`config.mk`:
```
export PLATFORM = sky130hd
export DESIGN_NAME = seq_restoring_divider
export DESIGN_NICKNAME = d
export VERILOG_FILES = /design/src/rtl/divider_pkg.sv /design/src/rtl/div_step.sv /design/src/rtl/seq_restoring_divider.sv
export SDC_FILE = /design/constraint.sdc
export NUM_CORES = 1
export LEC_CHECK = 0
export BUFFER_PORTS_ARGS = -buffer_cell sky130_fd_sc_hd__clkbuf_2
export CORE_MARGIN = 2
export CORE_UTILIZATION = 55
export DETAILED_ROUTE_END_ITERATION = 16
export HOLD_SLACK_MARGIN = 0.12
export PLACE_DENSITY = 0.78
export SLEW_MARGIN = 0
export SYNTH_ARGS = -nofsm -noshare
export SYNTH_HDL_FRONTEND = slang
export SYNTH_SLANG_ARGS = --single-unit
```
`constraint.sdc`:
```
create_clock -name clk -period 2.74 [get_ports clk]
set_clock_uncertainty 0.05 [all_clocks]
set_input_delay 0 -clock clk [delete_from_list [all_inputs] [get_ports clk]]
set_output_delay 0 -clock clk [all_outputs]
set_load 0.05 [all_outputs]
```
`src/rtl/divider_pkg.sv`:
```
// Shared definitions for the sequential restoring divider: FSM state encoding,
// default operand widths and the iteration-counter width helper.
package divider_pkg;

   typedef enum logic [1:0] {
      IDLE = 2'd0,
      RUN  = 2'd1,
      DONE = 2'd2
   } div_state_t;

   localparam int DVD_W_DEF = 7;
   localparam int DVR_W_DEF = 4;

   // Counter must be able to hold DVD_W itself (it reaches DVD_W on the last step).
   function automatic int cnt_w(input int dvd_w);
      return $clog2(dvd_w + 1);
   endfunction

endpackage

```
`src/rtl/div_step.sv`:
```
// One restoring-division step: shift the next dividend bit into the partial
// remainder, trial-subtract the divisor, keep the difference if it did not borrow.
module div_step #(
   parameter int DVR_W = 4
) (
   input  logic [DVR_W:0]   prem,
   input  logic             dvd_msb,
   input  logic [DVR_W-1:0] divisor,
   output logic [DVR_W:0]   prem_nxt,
   output logic             q_bit
);

   logic [DVR_W+1:0] diff;

   // prem is always < divisor after a restore, so its top bit is zero and the
   // wider subtraction gives the same borrow as the DVR_W+1 bit trial.
   always_comb begin
      diff  = {prem, dvd_msb} - {2'b00, divisor};
      q_bit = ~diff[DVR_W+1];
      if (q_bit) prem_nxt = diff[DVR_W:0];
      else       prem_nxt = {prem[DVR_W-1:0], dvd_msb};
   end

endmodule

```
`src/rtl/seq_restoring_divider.sv`:
```
// Iterative unsigned restoring divider, one quotient bit per clock behind a
// start/done handshake. Divide-by-zero short-circuits to an all-ones quotient.
// Optional macro DIVIDER_SELFCHECK_EN adds a quotient*divisor+remainder check
// reported on chk_err; without it chk_err is tied low.
module seq_restoring_divider
   import divider_pkg::*;
#(
   parameter int DVD_W = DVD_W_DEF,
   parameter int DVR_W = DVR_W_DEF
) (
   input  logic             clk,
   input  logic             rst_n,
   input  logic             start,
   input  logic [DVD_W-1:0] dividend,
   input  logic [DVR_W-1:0] divisor,
   output logic             busy,
   output logic             done,
   output logic [DVD_W-1:0] quotient,
   output logic [DVR_W-1:0] remainder,
   output logic             dbz,
   output logic             chk_err
);

   localparam int CW = cnt_w(DVD_W);

   div_state_t       state;
   logic [DVD_W-1:0] dvd_sh;
   logic [DVR_W-1:0] dvr;
   logic [DVR_W:0]   prem;
   logic [DVR_W:0]   prem_nxt;
   logic             q_bit;
   logic [CW-1:0]    cnt;
   logic             last;
   logic [DVD_W-1:0] q_nxt;

   div_step #(.DVR_W(DVR_W)) u_step (
      .prem     (prem),
      .dvd_msb  (dvd_sh[DVD_W-1]),
      .divisor  (dvr),
      .prem_nxt (prem_nxt),
      .q_bit    (q_bit)
   );

   assign last  = (cnt == CW'(DVD_W - 1));
   assign q_nxt = {quotient[DVD_W-2:0], q_bit};

   // Control FSM and datapath registers; the quotient register doubles as the
   // shift register that collects quotient bits during RUN.
   always_ff @(posedge clk or negedge rst_n) begin
      if (!rst_n) begin
         state     <= IDLE;
         busy      <= 1'b0;
         done      <= 1'b0;
         dbz       <= 1'b0;
         quotient  <= '0;
         remainder <= '0;
         cnt       <= '0;
         dvd_sh    <= '0;
         dvr       <= '0;
         prem      <= '0;
      end else begin
         case (state)
            IDLE, DONE: begin
               if (start) begin
                  if (divisor != '0) begin
                     state    <= RUN;
                     dvd_sh   <= dividend;
                     dvr      <= divisor;
                     prem     <= '0;
                     quotient <= '0;
                     cnt      <= '0;
                     busy     <= 1'b1;
                     done     <= 1'b0;
                     dbz      <= 1'b0;
                  end else begin
                     state     <= DONE;
                     quotient  <= '1;
                     remainder <= dividend[DVR_W-1:0];
                     dbz       <= 1'b1;
                     done      <= 1'b1;
                     busy      <= 1'b0;
                  end
               end
            end
            RUN: begin
               prem     <= prem_nxt;
               dvd_sh   <= {dvd_sh[DVD_W-2:0], 1'b0};
               quotient <= q_nxt;
               cnt      <= cnt + CW'(1);
               if (last) begin
                  state     <= DONE;
                  busy      <= 1'b0;
                  done      <= 1'b1;
                  dbz       <= 1'b0;
                  remainder <= prem_nxt[DVR_W-1:0];
               end
            end
            default: state <= IDLE;
         endcase
      end
   end

`ifdef DIVIDER_SELFCHECK_EN
   logic                   accept;
   logic [DVD_W-1:0]       dvd_lat;
   logic                   chk_q;
   logic [DVD_W+DVR_W-1:0] recon;

   assign accept = start && ((state == IDLE) || (state == DONE));
   assign recon  = ({{DVR_W{1'b0}}, q_nxt} * {{DVD_W{1'b0}}, dvr})
                 + {{DVD_W{1'b0}}, prem_nxt[DVR_W-1:0]};

   // Keep the original dividend and compare the reconstruction as the last step retires.
   always_ff @(posedge clk or negedge rst_n) begin
      if (!rst_n) begin
         dvd_lat <= '0;
         chk_q   <= 1'b0;
      end else if (accept) begin
         dvd_lat <= dividend;
         chk_q   <= 1'b0;
      end else if ((state == RUN) && last) begin
         chk_q   <= (recon != {{DVR_W{1'b0}}, dvd_lat});
      end
   end

   assign chk_err = chk_q;
`else
   assign chk_err = 1'b0;
`endif

endmodule

```
==> metrics.yaml <==
diodes: 0
clock-sinks: 35
cts_buffer_depth: 2
h-tree-depth: 2
hold_violations: 0
layout-area-overhead-vs-synth_pct: 20.1
synthMuxAreaShare_pct: 1.92
die_area_sq_um: 3790
drt_wl_total_um: 4090
cp.arrival_ns: 2.34
max_clock_freq_ghz: 0.473
yosys.area_share.xor_xnor_pct: 1.44
yosysTopAreaCellShare_pct: 48.1
grt_max_degree: 36
grt_antenna_before_repair: 0
synthFlopType: "dfrtp_1"
tns_ns: 0
synthArstFlopShare_pct: 100
numCtsBuffers: 5
nets: 254
cts_setup_buffers: 0
synthCells: 191
hold_path.class: "input pin to async pin"
p_leak_uw: 0.00103
grt_usage_pct: 25.2
met1_length_um: 1710
yosysTopAreaCell: "dfrtp_1"
synthAdderAreaFrac_pct: 5.22
cts-root-buf: "clkbuf_4"
die_y_um: 61.5
grt_pass1_vias: 1466
fin_cells: 278
ys_warn_count: 0
synth_edf_count: 0
fp-row-count: 20
overflow: 0
finalCriticalPeriod_ns: 2.11
die_w_um: 61.5
seq_area_frac_synth_pct: 48.1
wl_per_cell_um: 14.7
peakVddDrop_mv: 0.654
dp_hpwl_um: 2790
initial_core_util_pct: 58.7
drive_gt1_share_pct: 18.8
cap_violations: 0
core_area_sq_um: 3100
synth_top_family_by_area: "compound AO/OA/AOI/OAI gates"
synth_common_cells: "nand2_1, dfrtp_1, o21ai_0"
synth_area_per_cell_sq_um: 9.53
finalPower_uw: 3100
status: "finished clean"
rsz0062_at_grt: "false"
drc: 0
synth_most_common_cell: "nand2_1"
ys_ff_latch: 35
viasPerCell: 5.53
gp_routability_congestion: 0.798
synthTopCellsByArea: "dfrtp_1, nand2_1, o21ai_0"
cp_data_required_time_ns: 2.97
synthSimpleGateAreaFrac_pct: 17.8
worstSetupPathType: "flop to flop"
cts_tree: "done"
fin_util_pct: 70.4
clkTransAtPathRegs_ns: 0.11
worstPathMaxFanout: 4
maxUsedRoutingLayer: "met4"
syn_area_sq_um: 1820
fin_crit_sh_pct: 77.1
wl_met2_um: 2100
tightest_slew_ns: 0.857
worst_setup_path_start_kind: "flop"
port_buffers: 27
met3WireLength_um: 189
drt_iter0_markers: 87
relSlewSlack_pct: 42.6
antenna_left: 0
firstDrtPassIters: 4
synth_compound_area_share_pct: 20.7
cp-end-kind: "flop"
vias: 1536
pin_count: 29
p_per_area_nw_per_um2: 1420
finalSetupViolCount: 0
placed_cells: 254
grt_pass1_wl_um: 6740
clock_latency_ns: 0.35
slew_viol_final: 0
synth_nets: 212
synth_cell_types: 42
[area by class of cell]
type / count / area (sq um)
inverters: 7 / 26.3
repair buffers: 46 / 318
multi-input cells: 138 / 861
clock buffers: 7 / 45.0
fillers: 285 / 917
well taps: 44 / 55.1
clock inverters: 1 / 5.00
flip-flops and latches: 35 / 876
[routing by layer]
layer | GRT usage (%) | up-vias
met5 | 0 | -
met4 | 9.42 | 0
met3 | 6.30 | 7
met2 | 44.2 | 49
met1 | 29.6 | 729
li1 | - | 751
[power by group]
| group | internal (uW) | leakage, uW | switching, uW |
|---|---|---|---|
| clock network | 100 | 0.0000293 | 182 |
| registers | 768 | 0.000424 | 180 |
| logic | 692 | 0.000575 | 1180 |
[per-stage QoR]
step | worst slack, ns | hold WS (ns) | area, sq um
final | 0.627 | 0.227 | 2190
after global routing | 0.532 | 0.298 | 2190
after CTS | 0.624 | 0.261 | 2190
after detailed placement | 0.657 | 0.104 | 1980
after global placement | 0.712 | 0.0878 | 1980
after floorplan | 0.761 | -0.346 | 1820
[registers in the layout, summed over array words and instances (netlist names)]
signal	flops
prem	5
dvd_sh	7
quotient	7
cnt	3
dbz	1
dvr	4
done	1
busy	1
remainder	4
state	2
[cell families after synthesis]
family,after synthesis
buf+inv,18
compound gates,53
mux,3
fa+ha+maj,7
xor+xnor,3
other cells,1
simple gates,71
flops,35
[critical path, cell delays in order, from the launching register on]
cell and delay [ns]:
dfrtp_1 0.38, inv_1 0.11, ha_1 0.24, nor2b_1 0.18, o31a_1 0.30, o211ai_4 0.27, mux2_4 0.34, a41oi_2 0.18
[worst paths after layout]
path                                    start                       end  slack, ns  depth (start not counted)
max in group asynchronous               rst_n     dvd_sh[4]$_DFFE_PN0P_       1.88                          2
min in group clk                  dividend[6]     dvd_sh[6]$_DFFE_PN0P_       0.38                          4
setup reg to reg           dvr[1]$_DFFE_PN0P_  remainder[0]$_DFFE_PN0P_       0.63                          7
hold / removal                          rst_n   quotient[5]$_DFFE_PN0P_       0.23                          2
setup / recovery           dvr[1]$_DFFE_PN0P_  remainder[0]$_DFFE_PN0P_       0.63                          7
hold reg to reg              busy$_DFFE_PN0P_          busy$_DFFE_PN0P_       0.45                          2
[cells in the final DEF, fill, tap and decap left out, types with 6 or more instances in the layout]
| master | Yosys | layout |
|---|---|---|
| clkbuf_2 | 0 | 27 |
| a31oi_1 | 6 | 6 |
| dfrtp_1 | 35 | 35 |
| inv_1 | 7 | 7 |
| ha_1 | 6 | 6 |
| nor2_1 | 9 | 9 |
| nand2_1 | 43 | 43 |
| o21ai_0 | 19 | 19 |
| dlygate4sd3_1 | 0 | 16 |
[what timing repair did]
action	4_1_cts	5_1_grt
hold endpoints to repair	53	0
gates resized for setup	0	0
hold buffers	16	0
Note: power is estimated with default switching activity, not from simulation.
